$ cat config.mk
export PLATFORM = sky130hd
export DESIGN_NAME = spd_info_frame_receiver
export DESIGN_NICKNAME = d
export VERILOG_FILES = /design/src/rtl/spd_info_frame_receiver.sv
export SDC_FILE = /design/constraint.sdc
export NUM_CORES = 1
export LEC_CHECK = 0
export BUFFER_PORTS_ARGS = -buffer_cell sky130_fd_sc_hd__clkbuf_2
export CORE_MARGIN = 2
export CORE_UTILIZATION = 59
export DETAILED_ROUTE_END_ITERATION = 7
export MAX_ROUTING_LAYER = met4
export PLACE_DENSITY = 0.86
export SLEW_MARGIN = 20
export SYNTH_ARGS = -nofsm -noshare
export SYNTH_HDL_FRONTEND = slang
export SYNTH_SLANG_ARGS = --single-unit
$ cat constraint.sdc
create_clock -name clk_pixel -period 7.1 [get_ports clk_pixel]
set_input_delay 0.355 -clock clk_pixel [delete_from_list [all_inputs] [get_ports clk_pixel]]
set_output_delay 0.355 -clock clk_pixel [all_outputs]
set_load 0.05 [all_outputs]
$ cat src/rtl/spd_info_frame_receiver.sv
// SPD InfoFrame receiver: filters SPD packets, checks the header, sums the checksum one byte per cycle
// and latches vendor/product/source-device fields from frames whose checksum is good.
module spd_info_frame_receiver #(
    parameter logic ZERO_TO_ASCII = 1'b1
) (
    input  logic              clk_pixel,
    input  logic              reset_n,
    input  logic              in_valid,
    output logic              in_ready,
    input  logic [23:0]       header,
    input  logic [3:0][55:0]  sub,
    output logic [63:0]       vendor_name,
    output logic [127:0]      product_description,
    output logic [7:0]        source_device_information,
    output logic              spd_valid,
    output logic              checksum_error,
    output logic              header_error
);

    typedef enum logic [1:0] {IDLE, SUM, DONE, HERR} state_t;

    state_t           state;
    state_t           next_state;
    logic [3:0][55:0] payload;
    logic [7:0]       acc;
    logic [4:0]       idx;
    logic [7:0]       pb [0:27];
    logic [7:0]       running_sum;
    logic             handshake;
    logic             is_spd;
    logic             header_ok;
    logic             last_byte;

    function automatic logic [7:0] map_byte(input logic [7:0] b);
        return (ZERO_TO_ASCII && b == 8'h00) ? 8'h30 : b;
    endfunction

    // Flat view of the captured payload: PB(7i+k) lives in subpacket i, byte k.
    always_comb begin
        for (int i = 0; i < 4; i++) begin
            for (int k = 0; k < 7; k++) begin
                pb[7*i+k] = payload[i][8*k +: 8];
            end
        end
    end

    assign in_ready    = (state == IDLE);
    assign handshake   = in_valid && in_ready;
    assign is_spd      = (header[7:0] == 8'h83);
    assign header_ok   = (header[15:8] == 8'h01) && (header[20:16] == 5'd25);
    assign last_byte   = (state == SUM) && (idx == 5'd25);
    assign running_sum = acc + pb[idx];

    always_comb begin
        next_state = state;
        case (state)
            IDLE: if (handshake && is_spd) next_state = header_ok ? SUM : HERR;
            SUM:  if (idx == 5'd25) next_state = DONE;
            DONE: next_state = IDLE;
            HERR: next_state = IDLE;
            default: next_state = IDLE;
        endcase
    end

    // The verdict is registered on the last SUM edge so pulse and new outputs appear together in DONE.
    always_ff @(posedge clk_pixel) begin
        if (!reset_n) begin
            state                     <= IDLE;
            payload                   <= '0;
            acc                       <= 8'h00;
            idx                       <= 5'd0;
            vendor_name               <= 64'h0;
            product_description       <= 128'h0;
            source_device_information <= 8'h00;
            spd_valid                 <= 1'b0;
            checksum_error            <= 1'b0;
            header_error              <= 1'b0;
        end else begin
            state          <= next_state;
            spd_valid      <= 1'b0;
            checksum_error <= 1'b0;
            header_error   <= 1'b0;
            if (handshake) begin
                payload      <= sub;
                acc          <= header[7:0] + header[15:8] + header[23:16];
                idx          <= 5'd0;
                header_error <= is_spd && !header_ok;
            end
            if (state == SUM) begin
                acc <= running_sum;
                idx <= idx + 5'd1;
            end
            if (last_byte) begin
                if (running_sum == 8'h00) begin
                    spd_valid <= 1'b1;
                    for (int j = 0; j < 8; j++) begin
                        vendor_name[63-8*j -: 8] <= map_byte(pb[1+j]);
                    end
                    for (int j = 0; j < 16; j++) begin
                        product_description[127-8*j -: 8] <= map_byte(pb[9+j]);
                    end
                    source_device_information <= pb[25];
                end else begin
                    checksum_error <= 1'b1;
                end
            end
        end
    end

endmodule
# Yosys cells after proc, flatten, opt, wreduce, memory -nomap -nowiden
# Index checks and enable logic that the tools add are counted.
# op_classes
addsub,4
magnitude_cmp,1
eq_ne,9
mux,37
n_bitwise,1
reduce_logical,38
# ops
op,n
$mux W8,28
$logic_not A8 Y1,25
$bmux W8 S5,1
$add A8 B8 Y8,3
$eq A5 B5 Y1 const B,2
$mux W5,2
$eq A8 B1 Y1 const B,1
$eq A8 B8 Y1 const B,1
$reduce_and A2 Y1,4
$ge A6 B6 Y1 const B,1
$mux W2,3
$not A5 Y6,1
$pmux W2 S3,1
$add A5 B1 Y5 const B,1
$logic_and A1 B1 Y1,5
$eq A2 B2 Y1 const B,2
$eq A2 B1 Y1 const B,1
$logic_not A2 Y1,1
$mux W1,2
$ne A2 B1 Y1 const B,1
$ne A2 B2 Y1 const B,1
$reduce_bool A2 Y1,1
$reduce_or A2 Y1,1
$logic_not A1 Y1,1
# word_totals
reg_bits,442
output_inout_bits,204
elab_cells,103

# Logic depth before layout (Yosys ltp)
# Gate-level depths: netlist of run 1.
# depth
depth_word,7
mapped_depth,19
ltp_nobuf,14

# Worst setup path after synthesis of run 1
# OpenSTA, ideal clock, no wires.
# synth_timing
path_type,register to register
start,register idx[0]
end,register product_description[92]
setup_time_ns,0.072
t_arrival_ns,4.320
required_time_ns,7.028
slack_ns,2.708
stages_incl_launch_ff,18
path_buffers,5
period_less_slack_ns,4.392
path_cell_list,dfxtp_1 > buf_2 > buf_2 > buf_2 > mux4_2 > mux2i_1 > o22ai_1 > mux2_2 > ha_1 > nor2b_1 > a221oi_1 > o311ai_1 > nor4_1 > nand2_1 > nor4_4 > buf_12 > buf_12 > mux2i_1
# synth_between
elab_chain_cells,7
# synth_lines
item,line,source
"start, declared",26,logic [4:0] idx;
"start signal, assigned",91,idx <= idx + 5'd1;
$not A5 Y6 (not written as such),52,assign running_sum = acc + pb[idx];
$bmux W8 S5,52,
$mux W8 (not written as such) (2 in a row),52,
$add A8 B8 Y8,52,
$logic_not A8 Y1,94,if (running_sum == 8'h00) begin
$reduce_and A2 Y1 (no source line) *,n/a,
"end signal, assigned by index",100,product_description[127-8*j -: 8] <= map_byte(pb[9+j]);
"end, declared",13,"output logic [127:0] product_description,"
# Every way passes the cells marked *; elsewhere a longest branch is shown, timed or not. The select of a mux whose other input is x is not followed.
# A chain may end at the register's enable or synchronous reset.

# Worst setup path in the final report of run 1
# layout_timing
start,register idx[0]
end,register product_description[86]
# Same word-level chain as after synthesis.

==> reports/metrics.sh, run 1 <==
YS_ASYNC_SR_FRACTION_PCT=0
SYNTH.AREA.TOP_CELLS='sky130_fd_sc_hd__dfxtp_1 44%, sky130_fd_sc_hd__nand2_1 16%, sky130_fd_sc_hd__mux2i_1 11%, sky130_fd_sc_hd__a21boi_0 8.4%, sky130_fd_sc_hd__mux4_2 6.2%'
CLOCKBUFFERDEPTH=3
HOLDBUFCOUNTCTS=0
CLOCK_POWER_SHARE_PCT=43.9
TIMING.CRITICAL_PATH.SLOWEST_CELL_DELAY_NS=0.88
WORSTREG2REGSTART='idx[0]'
MET1_USAGE_PCT=45.4
N_FILL_CELL=2604
START_KIND='flip-flop'
CLOCK_SINKS=442
SYNTH_CELLS=2281
DRT_DRC_VIOLATIONS_LEFT=0
WORST_SKEW_PAIR.LATE_LATENCY_NS=0.56
SWITCHING_SHARE_PCT=25.0
NETLIST.AREA_LEADER.SHARE_PCT=43.6
P_LEAK_nW=9.56
P_SW_mW=1.42
TIMING.MAX_CAP.VIOLATIONS=0
INITIAL_ANTENNA_VIOLATION_COUNT=2
LAYOUT-AREA-OVERHEAD-VS-SYNTH_PCT=17.7
POST_SYNTHESIS_REGISTER_BIT_COUNT=442
CELL_INTERNAL_PWR_mW=4.27
WORST_PATH_MOST_REPEATED_CELL='sky130_fd_sc_hd__mux2i_1'
PORTION_OF_TOTAL_POWER_ATTRIBUTED_TO_COMBINATIONAL_LOGIC_PCT=9.3
GRT_SETUP_UNREPAIRED='no'
POST-SYNTH-TOP-COUNT-CELL='sky130_fd_sc_hd__nand2_1'
CRITICAL_PATH_CELL_COUNT=14
MET3_USAGE_PCT=5.82
DRT_FIRST_PASS_ITERS=5
DIEHEIGHT_UM=189
FINAL_LAYOUT_SIZE_SUFFIX_GT1_SHARE_PCT=23.2
PLACE_CONGESTION=0.973
CRIT_PATH_LEADING_DELAY_FAMILY='multiplexers'
SHARE_OF_POWER_BURNED_IN_REGISTERS_PCT=46.8
DIE-WIDTH_UM=189
FINALHOLDWORSTSLACK_NS=0.0301
FLOORPLAN.DIE_AREA_MM2=0.0359
CRIT_PATH_END_KIND='flip-flop'
GROUTE.LAYER.MET2.USAGE_PCT=53.3
INITIAL_UTILIZATION_PCT=60.2
COREAREA_MM2=0.0337
NUMBER_OF_BUFFERS_INSERTED_DURING_CLOCK_TREE_SYNTHESIS=45
YS_SEQ_AREA_SHARE_PCT=43.6
GLOBALROUTE.BUSIESTLAYER='met2'
SYNTH.DISTINCT_CELLS=54
FINAL_NETS=2904
CELL_TYPE_WITH_THE_HIGHEST_AGGREGATE_AREA_IN_THE_NETLIST='sky130_fd_sc_hd__dfxtp_1'
NETLIST_AREA_MM2=0.0203
GRT_PASS1_VIAS=17300
CRIT-REG2REG-CAPTURE='product_description[86]'
MIN-DELAY-PATH-CLASS='input port to flip-flop'
TIMING.CRITICAL_PATH.ARRIVAL_NS=5.92
TIMING.FINAL.CRIT_SHARE_PCT=76.9
CLOCK_TREE_FROM_TRITONCTS='done'
CRITICAL-PATH-SLOWEST-CELL='sky130_fd_sc_hd__dfxtp_4'
CTSHTREEMAXLEVEL=2
POWER_DENSITY_mW_PER_MM2=238
R2R_SLACK_NS=1.64
SHORTEST_PERIOD_THE_WORST_PATH_ALLOWS_NS=5.46
MAXIMUM_NUMBER_OF_PINS_ON_ONE_NET_BEFORE_GLOBAL_ROUTE_REPAIR=305
DRT-TOTAL-WL_UM=61900
COUNT_OF_FLIP_FLOPS_WITH_A_BUILT_IN_ENABLE_AFTER_SYNTHESIS=0
WORST_SLEW_MARGIN_REL_PCT=24.4
WIRE_PER_INST_UM=19.9
SETUP-TNS-FINAL_NS=0
NUM_VIAS=18000
PATH_CLASS='flip-flop to flip-flop'
MAX_FCLK_GHz=0.183
SYN-NUM-NETS=2556
DPL.HPWL_UM=43500
PIN_COUNT=455
SYNTH-MAIN-FF-CELL='sky130_fd_sc_hd__dfxtp_1'
CLOCK_SKEW_NS=0.0202
IR_DROP_V=0.000186
CLOCK_TRANSITION_AT_THE_REGISTERS_OF_THE_REPORTED_PATHS_NS=0.06
STATUS='finished, final reports clean'
REQUIRED_NS=7.56
FF2FF_PATH_DEPTH=14
CP-STARTPOINT='idx[0]'
CP_CELL_SEQUENCE='buf_4 > mux4_2 > mux2i_1 > o22ai_1 > mux2_2 > ha_1 > o21ai_0 > a21oi_1 > o22ai_2 > xor2_2 > xnor2_2 > nor4_4 > buf_12 > mux2i_1'
SYNTH_COMMON_CELLS='842 x sky130_fd_sc_hd__nand2_1, 442 x sky130_fd_sc_hd__dfxtp_1, 226 x sky130_fd_sc_hd__a21boi_0'
POSTSYNTHAREAPERCELL_UM2=8.89
HOLD_PATH.STARTPOINT='sub[159]'
DRT.ANTENNA.VIOLATING_NETS=0
CRITICAL_PATH.MAX_FANOUT=121
GLOBALROUTEOVERFLOWTOTAL=0
POST_DRT_VIA_CELL_RATIO=5.79
GR-USAGE-ALL-LAYERS_PCT=34.9
FINALHOLDVIOLATIONS=0
FINALMAXSLEWVIOLATIONS=0
GRT_FIRST_PASS_WIRELENGTH_UM=95700
MAX_SLEW.WORST_PIN.SLEW_NS=1.13
CRIT_END='product_description[86]'
SETUP_VIOL_COUNT_FINAL=0
ROWS=67
YOSYSWARNINGCOUNT=0
CLOCK_ROOT_BUFFER_MASTER='sky130_fd_sc_hd__clkbuf_16'
DRT-INITIAL-DRC-COUNT=1677
IO_BUFFERS=454
POST_CTS_BUFFERS=0
WORST-PATH-BUF-INV=2
CTS_RESIZED=0
## per-layer routing
metal  vias to the layer above  routed length, µm
met3                       206               5710
li1                       8313                  -
met2                       997              27900
met5                         -                  0
met4                         0               3120
met1                      8527              25200
## cells by family after synthesis
logic type                 synth area share, %
AOI/OAI and AO/OA                         11.3
xor gates and xnor gates                 0.722
adders and majority gates                 1.81
buffers and inverters                     5.39
DFF                                       43.6
muxes                                     17.6
and+or+nand+nor                           19.5
## sequential cells by signal, indices dropped and copies added, names as in the netlist
| register | count |
|---|---|
| acc | 8 |
| idx | 5 |
| payload | 224 |
| checksum_error | 1 |
| header_error | 1 |
| source_device_information | 8 |
| spd_valid | 1 |
| product_description | 128 |
| vendor_name | 64 |
| state | 2 |
## layout make-up
cell class | count | area (µm²) | area share [%]
timing repair buffer | 466 | 2430 | 10.2
clock buffer | 62 | 1310 | 5.49
inverter | 24 | 90.1 | 0.378
multi-input combinational | 1650 | 10300 | 43.3
clock inverter | 21 | 268 | 1.12
antenna | 3 | 7.51 | 0.0315
sequential | 442 | 8860 | 37.1
tap | 448 | 561 | 2.35
## power groups by stage
stage | clock network, mW | logic (mW) | registers (mW)
after floorplan | 0 | 0.344 | 2.66
after global placement | 0 | 0.503 | 2.71
after detailed placement | 0 | 0.514 | 2.71
after CTS | 2.51 | 0.522 | 2.66
after global routing | 2.62 | 0.590 | 2.67
final | 2.50 | 0.530 | 2.66
## through the flow
stage | instance area [µm²] | power, mW | setup WS (ns) | cells | util (%)
4_1_cts | 23800 | 5.69 | 1.62 | 3112 | 70.7
3_3_place_gp | 22300 | 3.21 | 1.84 | 3029 | 66.0
2_1_floorplan | 20300 | 3.01 | 2.71 | 2281 | -
5_1_grt | 23900 | 5.88 | 1.21 | 3115 | 70.8
6_report | 23900 | 5.69 | 1.64 | 3116 | 70.8
3_5_place_dp | 22300 | 3.23 | 1.68 | 3029 | 66.0
## layout by cell type, fill, tap and decap left out, types with 4 or more instances in the layout
| cell type | n |
|---|---|
| sky130_fd_sc_hd__nand2_1 | 841 |
| sky130_fd_sc_hd__clkbuf_2 | 453 |
| sky130_fd_sc_hd__dfxtp_1 | 440 |
| sky130_fd_sc_hd__a21boi_0 | 226 |
| sky130_fd_sc_hd__mux2i_1 | 219 |
| sky130_fd_sc_hd__nor2_1 | 89 |
| sky130_fd_sc_hd__mux4_2 | 56 |
| sky130_fd_sc_hd__o21ai_0 | 55 |
| sky130_fd_sc_hd__clkbuf_16 | 45 |
| sky130_fd_sc_hd__nor4_1 | 26 |
| sky130_fd_sc_hd__inv_1 | 24 |
| sky130_fd_sc_hd__ha_1 | 15 |
| sky130_fd_sc_hd__a21oi_1 | 12 |
| sky130_fd_sc_hd__clkbuf_8 | 12 |
| sky130_fd_sc_hd__xnor2_1 | 10 |
| sky130_fd_sc_hd__o22ai_1 | 9 |
| sky130_fd_sc_hd__nor2b_1 | 9 |
| sky130_fd_sc_hd__fa_1 | 9 |
| sky130_fd_sc_hd__clkinv_2 | 8 |
| sky130_fd_sc_hd__buf_4 | 8 |
| sky130_fd_sc_hd__mux2_2 | 7 |
| sky130_fd_sc_hd__nand3_1 | 6 |
| sky130_fd_sc_hd__bufinv_16 | 5 |
| sky130_fd_sc_hd__clkbuf_1 | 5 |
| sky130_fd_sc_hd__nand2b_1 | 4 |
| sky130_fd_sc_hd__and2_1 | 4 |
## worst reg2reg max path, stage by stage (launching register included)
cell                      delay [ns]
sky130_fd_sc_hd__dfxtp_4        0.88
sky130_fd_sc_hd__buf_4          0.44
sky130_fd_sc_hd__mux4_2         0.55
sky130_fd_sc_hd__mux2i_1        0.30
sky130_fd_sc_hd__o22ai_1        0.17
sky130_fd_sc_hd__mux2_2         0.29
sky130_fd_sc_hd__ha_1           0.33
sky130_fd_sc_hd__o21ai_0        0.22
sky130_fd_sc_hd__a21oi_1        0.11
sky130_fd_sc_hd__o22ai_2        0.18
sky130_fd_sc_hd__xor2_2         0.19
sky130_fd_sc_hd__xnor2_2        0.13
sky130_fd_sc_hd__nor4_4         0.43
sky130_fd_sc_hd__buf_12         0.58
sky130_fd_sc_hd__mux2i_1        0.58
## worst min-delay path by stage
stage | to | slack [ns] | cells past startpoint
2_1_floorplan | payload[215] | 0.44 | 2
3_3_place_gp | vendor_name[30] | 0.44 | 2
3_5_place_dp | product_description[24] | 0.45 | 2
4_1_cts | payload[210] | 0.02 | 3
5_1_grt | payload[147] | 0.03 | 3
6_report | payload[159] | 0.03 | 3
(Power assumes the default switching activity.)
==> inputs of run 2 (changes only) <==
CORE_UTILIZATION = 55   (was 59)
PLACE_DENSITY = 0.81   (was 0.86)
clock period = 5.3 ns   (was 7.1 ns; I/O delays follow)
==> reports/metrics.sh, run 2 (synthesis gave the netlist of run 1 again) <==
CLOCK_ROOT_BUFFER_MASTER='sky130_fd_sc_hd__clkbuf_16'
CRITICAL_PATH.MAX_FANOUT=61  # -50%
MIN-DELAY-PATH-CLASS='input port to flip-flop'
DRT.ANTENNA.VIOLATING_NETS=0  # unchanged
FINAL_LAYOUT_SIZE_SUFFIX_GT1_SHARE_PCT=21.7  # -1.5 points
SETUP-TNS-FINAL_NS=0  # unchanged
STATUS='finished, final reports clean'
CTS_RESIZED=0  # unchanged
CLOCK_POWER_SHARE_PCT=43.5  # -0.4 points
START_KIND='flip-flop'
FINALMAXSLEWVIOLATIONS=0  # unchanged
DRT-INITIAL-DRC-COUNT=1982  # +18%
NUM_VIAS=19800  # +9.9%
MET3_USAGE_PCT=8.72  # +2.9 points
FINALHOLDVIOLATIONS=0  # unchanged
TIMING.FINAL.WS_SETUP_NS=0.340  # -1.30 ns
MAX_FCLK_GHz=0.202  # +10%
LARGEST-REGISTER='payload'
TIMING.FINAL.CRIT_SHARE_PCT=93.6  # +17 points
N_FILL_CELL=2420  # -7.1%
SWITCHING_SHARE_PCT=25.7  # +0.62 points
PLACE_CONGESTION=0.883  # -9.3%
WORST_SKEW_PAIR.LATE_LATENCY_NS=0.57  # about the same
SETUP_VIOL_COUNT_FINAL=0  # unchanged
P_SW_mW=2.02  # +42%
DPL_WORST_SLACK_NS=0.450  # -1.23 ns
TIMING.MAX_CAP.VIOLATIONS=0  # unchanged
GRT_PASS1_VIAS=19900  # +15%
TIMING.CRITICAL_PATH.ARRIVAL_NS=5.44  # -0.48 ns
IR_DROP_V=0.000250  # +34%
SHORTEST_PERIOD_THE_WORST_PATH_ALLOWS_NS=4.96  # -0.498 ns
GRT_SETUP_UNREPAIRED='no'
DRT-TOTAL-WL_UM=72700  # +17%
DPL.HPWL_UM=45000  # +3.3%
MAXIMUM_NUMBER_OF_PINS_ON_ONE_NET_BEFORE_GLOBAL_ROUTE_REPAIR=187  # -39%
ROWS=70  # +4.5%
CLOCK_SKEW_NS=0.0202  # +0.00000290 ns
GR-USAGE-ALL-LAYERS_PCT=38.2  # +3.4 points
INITIAL_UTILIZATION_PCT=55.6  # -4.5 points
POSTPLACECELLAREA_MM2=0.0224  # +0.70%
DRT_DRC_VIOLATIONS_LEFT=0  # unchanged
MAX_SLEW.WORST_PIN.SLEW_NS=0.918  # -0.216 ns
POST_CTS_BUFFERS=0  # unchanged
INITIAL_ANTENNA_VIOLATION_COUNT=5  # +3
WORST_SLEW_MARGIN_REL_PCT=38.8  # +14 points
SEQ_AREA_MM2=0.00886  # about the same
GROUTE.LAYER.MET2.USAGE_PCT=59.6  # +6.3 points
COREAREA_MM2=0.0364  # +8.1%
WIRE_PER_INST_UM=21.6  # +8.5%
CLOCK_SINKS=442  # unchanged
IO_BUFFERS=454  # unchanged
CTSHTREEMAXLEVEL=2  # unchanged
POSTLAYOUTCELLAREA_MM2=0.0263  # +10%
LAYOUT_TOP_REGISTERS='payload: 224 flops, product_description: 128 flops, vendor_name: 64 flops'
PORTION_OF_TOTAL_POWER_ATTRIBUTED_TO_COMBINATIONAL_LOGIC_PCT=11.1  # +1.8 points
MET1_USAGE_PCT=45.4  # about the same
FINAL_CORE_UTIL_PCT=72.1  # +1.3 points
MULTI_INPUT_AREA_MM2=0.0103  # unchanged
P_LEAK_nW=10.6  # +11%
DRT_FIRST_PASS_ITERS=5  # unchanged
GLOBALROUTE.BUSIESTLAYER='met2'
CLOCK_TREE_FROM_TRITONCTS='done'
DIEHEIGHT_UM=196  # +3.5%
GRT_FIRST_PASS_WIRELENGTH_UM=111000  # +16%
HOLDBUFCOUNTCTS=220  # +220
CRIT_PATH_END_KIND='flip-flop'
REQUIRED_NS=5.78  # -1.78 ns
POWER_DENSITY_mW_PER_MM2=300  # +26%
CELL_INTERNAL_PWR_mW=5.86  # +37%
CLOCK_TRANSITION_AT_THE_REGISTERS_OF_THE_REPORTED_PATHS_NS=0.06  # about the same
NUMBER_OF_FLIP_FLOPS_IN_THE_LARGEST_REGISTER=224  # unchanged
DIE-WIDTH_UM=196  # +3.5%
CLOCKBUFFERDEPTH=3  # unchanged
POST_DRT_VIA_CELL_RATIO=5.88  # +1.6%
PATH_CLASS='flip-flop to flip-flop'
FLOORPLAN.DIE_AREA_MM2=0.0384  # +7.1%
LAYOUT_COMMONEST_CELL='sky130_fd_sc_hd__nand2_1'
PIN_COUNT=455  # unchanged
LAYOUT-AREA-OVERHEAD-VS-SYNTH_PCT=29.5
GLOBALROUTEOVERFLOWTOTAL=0  # unchanged
NUMBER_OF_BUFFERS_INSERTED_DURING_CLOCK_TREE_SYNTHESIS=46  # +2.2%
LAYOUT.CELLS.MOST_COMMON_LIST='841 x sky130_fd_sc_hd__nand2_1, 453 x sky130_fd_sc_hd__clkbuf_2, 439 x sky130_fd_sc_hd__dfxtp_1'
FINAL_NETS=3134  # +7.9%
SHARE_OF_POWER_BURNED_IN_REGISTERS_PCT=45.4  # -1.4 points
-- run 2: cell types whose count changed in the layout (fill, tap and decap cells not counted), moves of 4 or more --
cell                            before  now
sky130_fd_sc_hd__buf_4               8   12
sky130_fd_sc_hd__dlygate4sd3_1       0  220
sky130_fd_sc_hd__diode_2             3    7
sky130_fd_sc_hd__buf_12              3    9
-- run 2: metal layers --
metal,share of wire (%),routed length [µm]
met4,6.8,4950
met2,46,33400
met1,37,27000
met3,10,7320
met5,0,0
-- run 2: final timing paths --
check / startpoint / endpoint / slack [ns] / cells after the start
worst min-delay path: sub[218] / payload[218] / 0.02 / 3
worst max-delay path: idx[1] / product_description[59] / 0.34 / 15
worst max register to register: idx[1] / product_description[59] / 0.34 / 15
worst min register to register: vendor_name[46] / vendor_name[46] / 0.46 / 2
-- run 2: critical path, stage by stage (launching register included) --
cell and delay [ns]:
sky130_fd_sc_hd__dfxtp_4 0.95, sky130_fd_sc_hd__mux4_2 0.47, sky130_fd_sc_hd__mux4_2 0.51, sky130_fd_sc_hd__mux2_2 0.28, sky130_fd_sc_hd__ha_1 0.19, sky130_fd_sc_hd__inv_1 0.08
sky130_fd_sc_hd__fa_1 0.21, sky130_fd_sc_hd__nor2b_1 0.08, sky130_fd_sc_hd__o211ai_1 0.18, sky130_fd_sc_hd__o311ai_1 0.18, sky130_fd_sc_hd__nor4_1 0.31, sky130_fd_sc_hd__nand2_1 0.15
sky130_fd_sc_hd__nor4_4 0.23, sky130_fd_sc_hd__buf_4 0.26, sky130_fd_sc_hd__buf_4 0.43, sky130_fd_sc_hd__mux2i_1 0.30
-- run 2: metrics by stage --
| step | hold slack [ns] | instances | power (mW) |
|---|---|---|---|
| 2_1_floorplan | 0.410 | 2281 | 4.03 |
| 3_3_place_gp | 0.441 | 3058 | 4.32 |
| 3_5_place_dp | 0.446 | 3058 | 4.34 |
| 4_1_cts | 0.00176 | 3364 | 7.83 |
| 5_1_grt | 0.0278 | 3370 | 8.10 |
| 6_report | 0.0202 | 3372 | 7.89 |
-- run 2: layout make-up --
cell class	count	area share (%)
multi-input cells	1650	39.4
well taps	468	2.23
diodes	7	0.0667
inverters	24	0.343
flip-flops and latches	442	33.7
clock inverters	18	0.834
clock buffers	68	5.31
repair buffers	695	18.1
-- run 2: power groups by stage --
stage	Sequential [mW]	Clock, mW	Combinational (mW)
2_1_floorplan	3.57	0	0.461
3_3_place_gp	3.64	0	0.686
3_5_place_dp	3.64	0	0.701
4_1_cts	3.57	3.43	0.838
5_1_grt	3.58	3.57	0.955
6_report	3.58	3.43	0.875
